==> config.mk <==
export PLATFORM = sky130hd
export DESIGN_NAME = rx_slip_scheduler_flat
export DESIGN_NICKNAME = d
export VERILOG_FILES = /design/src/rtl/rx_slip_scheduler_if.sv /design/src/rtl/rx_slip_scheduler.sv /design/src/flat_wrapper.sv
export SDC_FILE = /design/constraint.sdc
export NUM_CORES = 1
export LEC_CHECK = 0
export BUFFER_PORTS_ARGS = -buffer_cell sky130_fd_sc_hd__clkbuf_2
export CORE_MARGIN = 4
export CORE_UTILIZATION = 56
export CTS_CLUSTER_DIAMETER = 80
export DETAILED_ROUTE_END_ITERATION = 10
export PLACE_DENSITY = 0.85
export SETUP_SLACK_MARGIN = 0.2
export SLEW_MARGIN = 30
export SYNTH_ARGS = -nofsm -noshare
export SYNTH_HDL_FRONTEND = slang
export SYNTH_SLANG_ARGS = --single-unit
==> constraint.sdc <==
create_clock -name clk -period 5.7 [get_ports clk]
set_input_delay 0.285 -clock clk [delete_from_list [all_inputs] [get_ports clk]]
set_output_delay 0.285 -clock clk [all_outputs]
set_load 0.005 [all_outputs]
==> src/rtl/rx_slip_scheduler_if.sv <==
// Slip command bundle between the lane block-sync engines and the slip scheduler.
// The block-sync side is the master. The scheduler is the slave.
interface rx_slip_scheduler_if #(
    parameter int LANES = 4
);
    localparam int LW = (LANES > 1) ? $clog2(LANES) : 1;

    logic [LANES-1:0] slip_req;
    logic [LANES-1:0] lane_locked;
    logic             slip_valid;
    logic [LW-1:0]    slip_lane;
    logic [LANES-1:0] lane_reset;
    logic             all_locked;
    logic [7:0]       reset_events;

    modport master (
        output slip_req, lane_locked,
        input  slip_valid, slip_lane, lane_reset, all_locked, reset_events
    );

    modport slave (
        input  slip_req, lane_locked,
        output slip_valid, slip_lane, lane_reset, all_locked, reset_events
    );
endinterface

==> src/rtl/rx_slip_scheduler.sv <==
// Per-lane bitslip sequencer: latches slip requests and grants one gearbox slip per cycle, round-robin.
// Each slip is followed by a hold-off. A lane that exhausts its slip budget without locking is reset.
module rx_slip_scheduler #(
    parameter int LANES        = 4,
    parameter int SLIP_HOLDOFF = 4,
    parameter int SLIP_LIMIT   = 132,
    parameter int RESET_CYCLES = 16
) (
    input logic               clk,
    input logic               reset,
    rx_slip_scheduler_if.slave bus
);
    localparam int LW   = (LANES > 1) ? $clog2(LANES) : 1;
    localparam int CW   = $clog2(SLIP_LIMIT + 1);
    localparam int TMAX = (SLIP_HOLDOFF > RESET_CYCLES) ? SLIP_HOLDOFF : RESET_CYCLES;
    localparam int TW   = (TMAX > 1) ? $clog2(TMAX) : 1;

    typedef enum logic [1:0] {SEARCH, HOLD, LOCKED, LRESET} lane_state_t;

    lane_state_t      state_q [LANES];
    lane_state_t      state_d [LANES];
    logic [CW-1:0]    cnt_q   [LANES];
    logic [CW-1:0]    cnt_d   [LANES];
    logic [TW-1:0]    tmr_q   [LANES];
    logic [TW-1:0]    tmr_d   [LANES];
    logic [LANES-1:0] pend_q, pend_d;
    logic [LW-1:0]    ptr_q, ptr_d;
    logic [7:0]       events_q, events_d;

    logic [LANES-1:0] elig, gnt, locked_now;
    logic             grant_any;
    logic [LW-1:0]    grant_idx;

    logic             slip_valid_q;
    logic [LW-1:0]    slip_lane_q;
    logic [LANES-1:0] lane_reset_q;
    logic             all_locked_q;

    // A lane whose lock arrives this cycle drops out of eligibility, so the grant moves on.
    always_comb begin
        int unsigned idx;
        idx       = 0;
        elig      = '0;
        gnt       = '0;
        grant_any = 1'b0;
        grant_idx = '0;
        for (int unsigned i = 0; i < LANES; i++) begin
            elig[i] = (state_q[i] == SEARCH) && pend_q[i] && !bus.lane_locked[i];
        end
        for (int unsigned k = 0; k < LANES; k++) begin
            idx = (32'(ptr_q) + k) % LANES;
            if (!grant_any && elig[idx]) begin
                grant_any = 1'b1;
                grant_idx = idx[LW-1:0];
                gnt[idx]  = 1'b1;
            end
        end
        ptr_d = ptr_q;
        if (grant_any) begin
            ptr_d = (grant_idx == LW'(LANES - 1)) ? '0 : grant_idx + LW'(1);
        end
    end

    always_comb begin
        pend_d     = pend_q;
        events_d   = events_q;
        locked_now = '0;
        for (int unsigned i = 0; i < LANES; i++) begin
            state_d[i]    = state_q[i];
            cnt_d[i]      = cnt_q[i];
            tmr_d[i]      = tmr_q[i];
            locked_now[i] = (state_q[i] == LOCKED);
            case (state_q[i])
                SEARCH: begin
                    if (bus.lane_locked[i]) begin
                        state_d[i] = LOCKED;
                        pend_d[i]  = 1'b0;
                        cnt_d[i]   = '0;
                    end else if (gnt[i]) begin
                        state_d[i] = HOLD;
                        pend_d[i]  = 1'b0;
                        cnt_d[i]   = cnt_q[i] + CW'(1);
                        tmr_d[i]   = TW'(SLIP_HOLDOFF - 1);
                    end else if (bus.slip_req[i]) begin
                        pend_d[i]  = 1'b1;
                    end
                end
                HOLD: begin
                    if (tmr_q[i] == '0) begin
                        if (cnt_q[i] == CW'(SLIP_LIMIT)) begin
                            state_d[i] = LRESET;
                            tmr_d[i]   = TW'(RESET_CYCLES - 1);
                            cnt_d[i]   = '0;
                            if (events_d != 8'hFF) begin
                                events_d = events_d + 8'd1;
                            end
                        end else begin
                            state_d[i] = SEARCH;
                        end
                    end else begin
                        tmr_d[i] = tmr_q[i] - TW'(1);
                    end
                end
                LOCKED: begin
                    pend_d[i] = 1'b0;
                    if (!bus.lane_locked[i]) begin
                        state_d[i] = SEARCH;
                        cnt_d[i]   = '0;
                    end
                end
                default: begin
                    pend_d[i] = 1'b0;
                    cnt_d[i]  = '0;
                    if (tmr_q[i] == '0) begin
                        state_d[i] = SEARCH;
                    end else begin
                        tmr_d[i] = tmr_q[i] - TW'(1);
                    end
                end
            endcase
        end
    end

    always_ff @(posedge clk) begin
        if (reset) begin
            for (int unsigned i = 0; i < LANES; i++) begin
                state_q[i] <= SEARCH;
                cnt_q[i]   <= '0;
                tmr_q[i]   <= '0;
            end
            pend_q       <= '0;
            ptr_q        <= '0;
            events_q     <= '0;
            slip_valid_q <= 1'b0;
            slip_lane_q  <= '0;
            lane_reset_q <= '0;
            all_locked_q <= 1'b0;
        end else begin
            for (int unsigned i = 0; i < LANES; i++) begin
                state_q[i]      <= state_d[i];
                cnt_q[i]        <= cnt_d[i];
                tmr_q[i]        <= tmr_d[i];
                lane_reset_q[i] <= (state_d[i] == LRESET);
            end
            pend_q       <= pend_d;
            ptr_q        <= ptr_d;
            events_q     <= events_d;
            slip_valid_q <= grant_any;
            slip_lane_q  <= grant_idx;
            all_locked_q <= &locked_now;
        end
    end

    assign bus.slip_valid   = slip_valid_q;
    assign bus.slip_lane    = slip_lane_q;
    assign bus.lane_reset   = lane_reset_q;
    assign bus.all_locked   = all_locked_q;
    assign bus.reset_events = events_q;
endmodule

==> src/flat_wrapper.sv <==
// flat-port wrapper written by rule: the top's interface ports become plain ports
module rx_slip_scheduler_flat 
#(
    parameter int LANES        = 4,
    parameter int SLIP_HOLDOFF = 4,
    parameter int SLIP_LIMIT   = 132,
    parameter int RESET_CYCLES = 16
)
  (clk, reset, bus_slip_req, bus_lane_locked, bus_slip_valid, bus_slip_lane, bus_lane_reset, bus_all_locked, bus_reset_events);
  rx_slip_scheduler_if #(.LANES(LANES)) bus_i ();
  input logic clk;
  input logic reset;
  input wire logic [$bits(bus_i.slip_req)-1:0] bus_slip_req;
  input wire logic [$bits(bus_i.lane_locked)-1:0] bus_lane_locked;
  output wire logic [$bits(bus_i.slip_valid)-1:0] bus_slip_valid;
  output wire logic [$bits(bus_i.slip_lane)-1:0] bus_slip_lane;
  output wire logic [$bits(bus_i.lane_reset)-1:0] bus_lane_reset;
  output wire logic [$bits(bus_i.all_locked)-1:0] bus_all_locked;
  output wire logic [$bits(bus_i.reset_events)-1:0] bus_reset_events;
  assign bus_i.slip_req = bus_slip_req;
  assign bus_i.lane_locked = bus_lane_locked;
  assign bus_slip_valid = bus_i.slip_valid;
  assign bus_slip_lane = bus_i.slip_lane;
  assign bus_lane_reset = bus_i.lane_reset;
  assign bus_all_locked = bus_i.all_locked;
  assign bus_reset_events = bus_i.reset_events;
  rx_slip_scheduler #(.LANES(LANES), .SLIP_HOLDOFF(SLIP_HOLDOFF), .SLIP_LIMIT(SLIP_LIMIT), .RESET_CYCLES(RESET_CYCLES)) u_core (.clk(clk), .reset(reset), .bus(bus_i));
endmodule
### Word level (Yosys, flattened, before mapping)

Memories as Yosys holds them, arrays and structs flattened.
Cells that the tools add are included.

| operators by class | value |
|---|---|
| bitwise gates (word level) | 19 |
| reductions and logical operators | 35 |
| $add $sub $neg | 16 |
| equality and inequality tests | 25 |
| order comparisons | 8 |
| mux-type cells | 152 |

Operators by type and width:

| operator | number |
|---|---|
| $mux W8 | 40 |
| $mux W4 | 28 |
| $pmux W8 S3 | 4 |
| $mux W2 | 33 |
| $add A8 B1 Y8 const B | 8 |
| $pmux W4 S3 | 4 |
| $eq A8 B8 Y1 const B | 4 |
| $ne A8 B8 Y1 const B | 4 |
| $mux W1 | 27 |
| $pmux W2 S3 | 4 |
| $eq A2 B2 Y1 const B | 9 |
| $logic_not A4 Y1 | 4 |
| $ne A4 B3 Y1 const B | 4 |
| $sub A4 B1 Y4 const B | 4 |
| $logic_and A1 B1 Y1 | 15 |
| $lt A2 B3 Y1 const B | 4 |
| $or A1 B1 Y1 | 12 |
| $or A4 B4 Y4 | 3 |
| $bmux W1 S2 | 4 |
| $demux W1 S2 | 4 |
| $eq A2 B1 Y1 const B | 4 |
| $ge A2 B1 Y1 const B | 4 |
| $logic_not A2 Y1 | 4 |
| $pmux W1 S2 | 4 |
| other kinds (6) | 20 |

| storage, ports and cells | value |
|---|---|
| memory bits (writable) | 56 |
| memories | 3 |
| output and inout bits | 16 |
| bits in registers | 22 |

Memory list:

| memory | depth | width | rd ports | clocked after Yosys merged registers in | wr ports | RTL line | RTL |
|---|---|---|---|---|---|---|---|
| u_core.cnt_q | 4 | 8 | 4 | 0 | 4 | rx_slip_scheduler.sv:22 | `logic [CW-1:0] cnt_q [LANES];` |
| u_core.tmr_q | 4 | 4 | 4 | 0 | 4 | rx_slip_scheduler.sv:24 | `logic [TW-1:0] tmr_q [LANES];` |
| u_core.state_q | 4 | 2 | 4 | 0 | 4 | rx_slip_scheduler.sv:20 | `lane_state_t state_q [LANES];` |

### Depth between registers and ports, before layout

| depth | value |
|---|---|
| depth after elaboration | 20 |
| depth in mapped cells | 27 |
| gate-level depth less buffers | 25 |

### Worst setup path before layout

Ideal clock, no wire load.

| path | value |
|---|---|
| kind | flip-flop to flip-flop |
| start point | mem u_core.tmr_q[0][0] in the netlist's numbering |
| end point | reg u_core.events_q[1] (netlist: u_core.bus.reset_events[1]) |
| cell stages (with the launch flop) | 26 |
| data arrival time | 5.601 ns |
| clock period less this slack | 5.723 ns |
| library setup time | 0.122 ns |
| slack | -0.023 ns |
| cell sequence | dfxtp_1 -> inv_1 -> ha_1 -> or4b_4 -> or3_4 -> buf_6 -> nor2_1 -> xnor2_1 -> inv_1 -> ha_1 -> o2111ai_1 -> a22oi_1 -> a21oi_1 -> xnor2_1 -> ha_1 -> clkbuf_1 -> nand2_1 -> mux2i_2 -> nand3_1 -> o21a_4 -> mux2_2 -> ha_1 -> inv_1 -> a211oi_4 -> and4b_4 -> o311a_1 |

RTL lines:

| what | RTL line | RTL |
|---|---|---|
| start: declaration | rx_slip_scheduler.sv:24 |  |
| end signal: assignment | rx_slip_scheduler.sv:147 | `events_q <= events_d;` |
| end: declaration | rx_slip_scheduler.sv:28 | `logic [7:0] events_q, events_d;` |

==> key figures <==
Power and ir drop
  – Pwr dens: about 190 nW/um^2
  – Peak supply drop: 0.1610 mV
  – Leakage: 2.072 nW

Yosys
  – Ys flop type: dfxtp_1
  – Dominant cells by area after synthesis: dfxtp_1 30%, nor2_1 5.8%, ha_1 5.7%, a21oi_1 4.6%, nand2_1 4.2%
  – Commonest cells post-synth: 82 x nor2_1, 78 x dfxtp_1, 59 x nand2_1
  – Count leader, synth: nor2_1
  – Synthesized area per cell: 7.892 sq um
  – Part of the Yosys area used for sequential elements: between 20 and 30%
  – Cells after Synth: 670
  – Yosys cell types: 75
  – Number of flops mapped to enable cells by yosys: 0
  – Post-synthesis async set-or-reset flop share: 0%
  – Top-area cell type share of the netlist area: between 20 and 30%
  – Syn Nets: approximately 700
  – Mapped Area: about 5300 sq um
  – Synthesis-stage register bit count: 78
  – Area leader, netlist: dfxtp_1
  – Yosys synthesis warning count: 0

GRT
  – Vias in the first global route: ~4800
  – First-pass GRT wire length: ~22 mm
  – Total Routing Usage GR: 23.44%
  – Largest net degree at the start of global routing: 40
  – Initial antenna violation count: 0
  – Grt total ovfl: 0

Setup path
  – CP Launch Type: register
  – Depth of the worst register-to-register path: 24
  – Crit path required time: 5.93 ns
  – CP Max Fanout: 6
  – Worst path arrival time: about 5.5 ns
  – Setup crit end kind: register
  – Crit path kind: register to register

Route
  – DRC violations left: 0
  – Wirelength, routed: 13.27 mm
  – Via/cell ratio: ~6.4
  – Antenna-violating nets left: 0
  – Vias: ~5200
  – Routed WL per cell: 16.30 microns
  – Drt first pass iters: 5
  – DR iter-0 viols: 489

Timing
  – Final Cycle Share: 93.15%
  – Min Tclk post-route: around 5.3 ns
  – Final hold violations: 0
  – Final Max Tran Viols: 0
  – RSZ-0062 raised after global routing: no
  – Clk_skew: 0.01398 ns
  – Worst-Margin Slew: ~0.99 ns
  – Relative slew slack: 33.20%
  – Setup violations, final: 0
  – Fmax: approximately 190 MHz
  – Setup TNS: 0 ns

Floorplanning
  – Cell Rows: 35
  – Initial Util: 57.50%
  – DIE AREA: ~11000 sq um
  – Core outline area: 9196 sq um
  – Die H: about 110 microns
  – Die W: around 110 microns
  – Top-Level Pins: 26

Clock network
  – Worst skew pair latency: approximately 0.37 ns
  – H-tree levels: 3
  – Clk pin slew, worst setup/hold paths: 0.10 ns
  – Inserted Clock Buffers: 9
  – Clk buf depth: 2
  – CTS sink count: 78
  – # hold bufs at CTS: 0
  – CTS Root Cell: clkbuf_8
  – CTS tree: yes

Final layout
  – Antenna fix cells: 0
  – NumNets Final: around 730
  – Share of layout cells above drive strength 1: about 14%
  – Area Growth Syn to Fin: 10.41%
  – Design area: 5838 sq um

Placement
  – Post-DP HPWL: between 9 and 10 mm
  – # port buffers: 25
  – RD Place Congestion: between 0.9 and 1
  – Placed cell areas: ~5500 sq um

Run status
  – Status: finished, final reports clean

Job
  – Max cap viols: 0

Hold path
  – Hold crit path type: primary input to register
  – Hold path depth: 3
[critical path, cell delays in order, from the launching register on]
cell and delay [ns]:
dfxtp_1 0.33, inv_1 0.10, ha_2 0.23, or4b_4 0.50, or3_4 0.37, nor2_4 0.15, xnor2_2 0.13, inv_1 0.10
ha_2 0.21, o2111ai_2 0.14, a22oi_2 0.36, a21oi_4 0.14, mux2_2 0.29, ha_2 0.18, nand2_1 0.09, mux2i_4 0.24
nand3_2 0.13, o21a_4 0.26, mux2_2 0.29, ha_1 0.21, inv_1 0.11, a211oi_4 0.06, and4b_4 0.24, nor3_1 0.23
nor3_2 0.08
[placed cells by master (no fill, tap or decap), types with 12 or more instances in the layout]
cell / count
nand2_1: 59
dfxtp_1: 78
nor3_1: 26
nand3_1: 17
ha_1: 20
nand4_1: 18
mux2i_1: 12
o21ai_0: 27
buf_4: 14
clkbuf_2: 25
xor2_1: 18
inv_1: 33
nor2_1: 81
a21oi_1: 48
[timing repair]
item                       CTS  global route
pin swaps                    1             4
setup endpoints to repair    4             8
gates resized for setup      2            11
setup buffers                0             5
[layer usage]
metal	global-route usage [%]	routed length [microns]	part of all wire, %	vias to the layer above
met5	0	0	0	-
met2	37.90	6255	47	195
met4	8.997	393	3.0	0
met3	4.632	825	6.2	43
li1	-	-	-	2527
met1	30.79	5796	44	2464
[stage by stage]
stage          hold WS (ns)  util (%)  power, mW  worst slack, ns  std cells
4_1_cts              0.2295     62.35      1.115           0.2001        809
3_5_place_dp         0.4791     60.20     0.7133           0.1174        793
5_1_grt              0.2616     63.48      1.161           0.1273        814
3_3_place_gp         0.4670     60.20     0.7065           0.3493        793
2_1_floorplan        0.4527         -     0.6806           0.2550        670
6_report             0.2326     63.48      1.113           0.3905        814
[flip-flops by register name, summed over array words and instances, names as in the netlist]
| register | flops |
|---|---|
| u_core.bus.all_locked | 1 |
| u_core.bus.lane_reset | 4 |
| u_core.bus.reset_events | 8 |
| u_core.bus.slip_lane | 2 |
| u_core.bus.slip_valid | 1 |
| u_core.cnt_q | 32 |
| u_core.pend_q | 4 |
| u_core.ptr_q | 2 |
| u_core.state_q | 8 |
| u_core.tmr_q | 16 |
[layout make-up]
class	count	area, sq um
Clock buffer	9	123.9
Multi-Input combinational cell	535	3590
Tap cell	111	138.9
Clock inverter	7	62.56
Timing Repair Buffer	39	230.2
Inverter	35	131.4
Fill cell	784	3358
Sequential cell	78	1562
[cell families (layout without fill, tap and decap cells)]
group / Yosys count / after routing / synth area share (%)
adders and majority gates: 24 / 24 / 5.679
buffers and inverters: 57 / 90 / 4.354
AOI/OAI and AO/OA: 165 / 165 / 21.15
muxes: 22 / 22 / 5.087
xor gates and xnor gates: 30 / 30 / 4.969
and+or+nand+nor: 294 / 294 / 29.22
DFF: 78 / 78 / 29.53
[path summary, 6_finish.rpt]
check / start / endpoint / slack [ns]
setup reg to reg: u_core.tmr_q[0][1]$_SDFFE_PP0P_ / u_core.bus.reset_events[0]$_SDFF_PP0_ / 0.39
setup / recovery: u_core.tmr_q[0][1]$_SDFFE_PP0P_ / u_core.bus.reset_events[0]$_SDFF_PP0_ / 0.39
hold reg to reg: u_core.cnt_q[3][7]$_SDFFE_PP0P_ / u_core.cnt_q[3][7]$_SDFFE_PP0P_ / 0.49
hold / removal: bus_slip_req[0] / u_core.pend_q[0]$_SDFFE_PP0P_ / 0.23
[report_power, final]
part           internal [mW]  switching (mW)  total, mW
Sequential             0.558          0.0179      0.576
Combinational         0.0493          0.0797      0.129
Clock                  0.169           0.240      0.409
Power figures use the tool's default switching activity.
